## src/rtl/mips.sv

```systemverilog
// Board-level top of the timer experiment: 32-bit countdown timer with switch preset,
// key control, LED readout and scanned 7-segment display. Optional macro: UART_ECHO_EN.
module mips #(
   parameter int TICK_DIV = 20000000,
   parameter int SCAN_DIV = 10000
) (
   input  logic        clk_in,
   input  logic        sys_rstn,
   input  logic        uart_rxd,
   output logic        uart_txd,
   input  logic [7:0]  dip_switch0,
   input  logic [7:0]  dip_switch1,
   input  logic [7:0]  dip_switch2,
   input  logic [7:0]  dip_switch3,
   input  logic [7:0]  dip_switch4,
   input  logic [7:0]  dip_switch5,
   input  logic [7:0]  dip_switch6,
   input  logic [7:0]  dip_switch7,
   input  logic [7:0]  user_key,
   output logic [31:0] led_light,
   output logic [7:0]  digital_tube2,
   output logic        digital_tube_sel2,
   output logic [7:0]  digital_tube1,
   output logic [3:0]  digital_tube_sel1,
   output logic [7:0]  digital_tube0,
   output logic [3:0]  digital_tube_sel0
);

   localparam logic [1:0] IDLE  = 2'd0;
   localparam logic [1:0] RUN   = 2'd1;
   localparam logic [1:0] PAUSE = 2'd2;
   localparam logic [1:0] DONE  = 2'd3;

   localparam logic [31:0] TICK_MAX = 32'(TICK_DIV - 1);
   localparam logic [31:0] SCAN_MAX = 32'(SCAN_DIV - 1);

   logic [31:0] count;
   logic [1:0]  state;
   logic [31:0] tick_cnt;
   logic [31:0] scan_cnt;
   logic [1:0]  idx;

   logic [31:0] preset;
   logic        mode;
   logic        key_load;
   logic        key_pause;

   assign preset    = {dip_switch3, dip_switch2, dip_switch1, dip_switch0};
   assign mode      = dip_switch4[0];
   assign key_load  = user_key[0];
   assign key_pause = user_key[1];

   // Timer core: reset > load > pause handling > tick.
   always_ff @(posedge clk_in) begin
      if (sys_rstn) begin
         count    <= '0;
         state    <= IDLE;
         tick_cnt <= '0;
      end else if (key_load) begin
         count    <= preset;
         state    <= RUN;
         tick_cnt <= '0;
      end else if (state == RUN && key_pause) begin
         state <= PAUSE;
      end else if (state == PAUSE && !key_pause) begin
         state <= RUN;
      end else if (state == RUN) begin
         if (tick_cnt == TICK_MAX) begin
            tick_cnt <= '0;
            if (count > 32'd1) begin
               count <= count - 32'd1;
            end else if (mode) begin
               count <= preset;
            end else begin
               count <= '0;
               state <= DONE;
            end
         end else begin
            tick_cnt <= tick_cnt + 32'd1;
         end
      end
   end

   // Digit scan runs regardless of timer state.
   always_ff @(posedge clk_in) begin
      if (sys_rstn) begin
         scan_cnt <= '0;
         idx      <= '0;
      end else if (scan_cnt == SCAN_MAX) begin
         scan_cnt <= '0;
         idx      <= idx + 2'd1;
      end else begin
         scan_cnt <= scan_cnt + 32'd1;
      end
   end

   function automatic logic [7:0] seg(input logic [3:0] v);
      case (v)
         4'h0: seg = 8'hC0;
         4'h1: seg = 8'hF9;
         4'h2: seg = 8'hA4;
         4'h3: seg = 8'hB0;
         4'h4: seg = 8'h99;
         4'h5: seg = 8'h92;
         4'h6: seg = 8'h82;
         4'h7: seg = 8'hF8;
         4'h8: seg = 8'h80;
         4'h9: seg = 8'h90;
         4'hA: seg = 8'h88;
         4'hB: seg = 8'h83;
         4'hC: seg = 8'hC6;
         4'hD: seg = 8'hA1;
         4'hE: seg = 8'h86;
         default: seg = 8'h8E;
      endcase
   endfunction

   logic [15:0] count_hi;
   logic [15:0] count_lo;
   logic [4:0]  bit_base;

   assign count_hi = count[31:16];
   assign count_lo = count[15:0];
   assign bit_base = {1'b0, idx, 2'b00};

   assign led_light         = count;
   assign digital_tube_sel0 = 4'b0001 << idx;
   assign digital_tube_sel1 = 4'b0001 << idx;
   assign digital_tube0     = seg(count_lo[bit_base[3:0] +: 4]);
   assign digital_tube1     = seg(count_hi[bit_base[3:0] +: 4]);
   assign digital_tube2     = seg({2'b00, state});
   assign digital_tube_sel2 = 1'b1;

`ifdef UART_ECHO_EN
   logic rx_q1;
   logic rx_q2;

   always_ff @(posedge clk_in) begin
      if (sys_rstn) begin
         rx_q1 <= 1'b1;
         rx_q2 <= 1'b1;
      end else begin
         rx_q1 <= uart_rxd;
         rx_q2 <= rx_q1;
      end
   end

   assign uart_txd = rx_q2;

   logic unused_inputs;
   assign unused_inputs = ^{dip_switch4[7:1], dip_switch5, dip_switch6, dip_switch7,
                            user_key[7:2], bit_base[4]};
`else
   assign uart_txd = 1'b1;

   logic unused_inputs;
   assign unused_inputs = ^{dip_switch4[7:1], dip_switch5, dip_switch6, dip_switch7,
                            user_key[7:2], bit_base[4], uart_rxd};
`endif

endmodule

```

## config.mk

```make
export PLATFORM = sky130hd
export DESIGN_NAME = mips
export DESIGN_NICKNAME = d
export VERILOG_FILES = /design/src/rtl/mips.sv
export SDC_FILE = /design/constraint.sdc
export NUM_CORES = 1
export LEC_CHECK = 0
export CORE_UTILIZATION = 46
export DETAILED_ROUTE_END_ITERATION = 6
export HOLD_SLACK_MARGIN = 0.1
export PLACE_DENSITY = 0.77
export SETUP_SLACK_MARGIN = 0.05
export SLEW_MARGIN = 20
export SYNTH_ARGS = -nofsm -noshare
export SYNTH_HDL_FRONTEND = slang
export SYNTH_SLANG_ARGS = --single-unit
```

## constraint.sdc

```tcl
create_clock -name clk_in -period 2.35 [get_ports clk_in]
set_input_delay 0.235 -clock clk_in [delete_from_list [all_inputs] [get_ports clk_in]]
set_output_delay 0.235 -clock clk_in [all_outputs]
set_load 0.03 [all_outputs]
```

==> flow_metrics.tcl <==
set metrics [dict create \
    status "finished with violations" \
    violations "negative setup slack" \
    grt_max_degree 32 \
    period_share 1.10 \
    utilization 0.767 \
    synthCells 749 \
    async_flop_share 0 \
    root_buffer "clkbuf_16" \
    cts_tree "yes" \
    synth_top_family_by_area "simple AND/OR/NAND/NOR gates" \
    reg2reg_depth 7 \
    max_freq_mhz 388 \
    end_kind "primary output" \
    grt_pass1_wl_um 31400 \
    critical_path_class "flop to primary output" \
    skew_ps 8.64 \
    cts.sinks 100 \
    slowest_delay_ps 580 \
    wl_per_cell_um 21.0 \
    ys_types 57 \
    dpl-instance-area_mm2 0.00813 \
    drt_pass1_iterations 7 \
    cp.arrival_ps 2340 \
    cp_cell_sequence "buf_12 -> mux4_2 -> inv_2 -> ha_1 -> a21oi_2 -> nor2_1 -> a31oi_2 -> buf_6" \
    port_buffers 96 \
    vdd.ir_drop.worst_mv 0.383 \
    drt-total-wl_um 23500 \
    yosysSeqAreaShare 0.327 \
    cts_buffers 9 \
    nNetsFinal 1038 \
    synth-compound-area-share 0.147 \
    synthSimpleGateAreaFrac 0.286 \
    setup_ws_ps -229 \
    hold_viol 0 \
    drtAntennaViolNets 0 \
    clkSlewWorstSetupHoldPaths_ps 70 \
    drv_cap 0 \
    slew_headroom 0.429 \
    p_seq_frac 0.355 \
    slew_violations 0 \
    slowest_stage "mux4_2" \
    design.core.area_mm2 0.0128 \
    muxShareOfSynthArea 0.0401 \
    start_util 0.479 \
    h-tree-depth 3 \
    total_power_mw 5.11 \
    p_leak_nw 3.44 \
    synth_warnings 0 \
    required_ps 2120 \
    dieArea_mm2 0.0138 \
    hold_start "dip_switch3[6]" \
    r2r-start "tick_cnt[1]" \
    clock_path_buffers 2 \
    dp_hpwl_um 14000 \
    worstMarginPinSlew_ps 854 \
    grt_use_total 0.295 \
    overflow 0 \
    p_switching_mw 1.83 \
    ys_ff_latch 100 \
    syn_to_final_growth_pct 60.2 \
    combPwrFrac 0.370 \
    ios 141 \
    synth_area_mm2 0.00611 \
    cp-start-kind "flop" \
    hold_depth 3 \
    layout_commonest_cell "buf_4" \
    final_cell_mix "99 x buf_4, 95 x dfxtp_1, 82 x clkdlybuf4s50_1" \
    synth-xor-area-share 0.0888 \
    initialDrtViolationCount 809 \
    switching_share 0.359 \
    power_density_mw_per_mm2 521 \
    vias_per_cell 6.41 \
    grt_pass1_vias 6364 \
    postCtsHoldBufs 0 \
    clkPwrFrac 0.275 \
    clk_latency_ps 360 \
    p_int_mw 3.28 \
    rows 41 \
    startpoint "idx[0]" \
    antenna_found_initial 0 \
    synth_edf_count 0 \
    min_period_ps 2580 \
    rsz0062_at_grt "yes" \
    drive_gt1_frac 0.360 \
    crit_path_max_fanout 7 \
    via_count 7181 \
    die_x_um 117 \
    hold_path_class "primary input to flop" \
    drcViolationCount 0 \
    die_h_um 117 \
    fin_area_mm2 0.00979 \
    synthAdderAreaFrac 0.0426 \
    avgSynthCellArea_um2 8.16 \
    setup_viol 56 \
    synth_ff_type "dfxtp_1" \
    gp_congestion 0.909 \
]
[flip-flops by register name, summed over array words and instances, names as in the netlist]
name	count
idx	2
led_light	32
scan_cnt	32
state	2
tick_cnt	32
[final cells by class]
| type | count | area, um2 |
|---|---|---|
| antenna | 1 | 2.50 |
| clock buffer | 9 | 225 |
| clock inverter | 6 | 42.5 |
| fill | 776 | 2980 |
| inverter | 38 | 143 |
| multi-input combinational | 564 | 4840 |
| sequential | 100 | 2010 |
| tap | 172 | 215 |
| timing repair buffer | 230 | 2320 |
[kinds of logic after synthesis]
logic type	after synthesis
multiplexers	14
buffers and inverters	89
AO/OA/AOI/OAI	125
adder cells (fa/ha/maj)	21
AND/OR/NAND/NOR	336
other	2
XOR/XNOR	62
flip-flops	100
[per-stage QoR]
stage                     cells  hold WS [ps]  TNS (ps)  setup slack [ps]
after floorplan             753           397      -670             -75.5
after global placement     1074           449      -224             -72.0
after detailed placement   1074           499     -1870              -137
after CTS                  1106           501     -1180              -147
after global routing       1119           524     -4120              -267
final                      1120           498     -2480              -229
[final timing paths]
path / slack [ps] / to
setup reg to reg: -70 / led_light[5]
hold reg to reg: 510 / scan_cnt[0]
setup / recovery: -230 / digital_tube0[3]
hold / removal: 500 / led_light[30]
[per-layer routing]
| metal | vias up | wire, um | global-route usage |
|---|---|---|---|
| met1 | 3384 | 8820 | 0.372 |
| met4 | 0 | 1360 | 0.146 |
| met3 | 141 | 2170 | 0.0366 |
| li1 | 3145 | - | - |
| met2 | 511 | 11200 | 0.496 |
| met5 | - | 0 | 0 |
[power groups by stage]
stage / registers (mW) / clock network (mW) / logic, mW
2_1_floorplan: 1.92 / 0 / 0.712
3_3_place_gp: 1.84 / 0 / 1.38
3_5_place_dp: 1.84 / 0 / 1.40
4_1_cts: 1.80 / 1.40 / 1.56
5_1_grt: 1.81 / 1.48 / 1.96
6_report: 1.81 / 1.41 / 1.89
[cells in the mapped netlist (20+ instances only)]
master      n  area share
nor4_1     41       0.042
nand2_1    50       0.031
xnor2_1    27       0.039
nor2_1     94       0.058
ha_1       20       0.041
clkbuf_1   28       0.017
nand4_1    28       0.029
a21oi_1    25       0.020
nand3_1    32       0.026
inv_1      38       0.023
nor3_1     22       0.018
dfxtp_1   100        0.33
o32ai_1    20       0.029
xor2_1     35       0.050
[timing repair]
item                                   in CTS  in global routing
setup endpoints to repair                  79                109
gates cloned                                3                  6
pin swaps                                  21                 44
buffers inserted                           14                  8
endpoints found under the hold margin       0                  0
resized for setup                         102                135
[critical path: cells and delay by family (launching register included)]
kind                       cells  cell delay [ps]
AOI/OAI and AO/OA              2              310
adders and majority gates      1              270
muxes                          1              580
and+or+nand+nor                1               60
buffers and inverters          3              400
DFF                            1              350
Power figures use the tool's default switching activity.
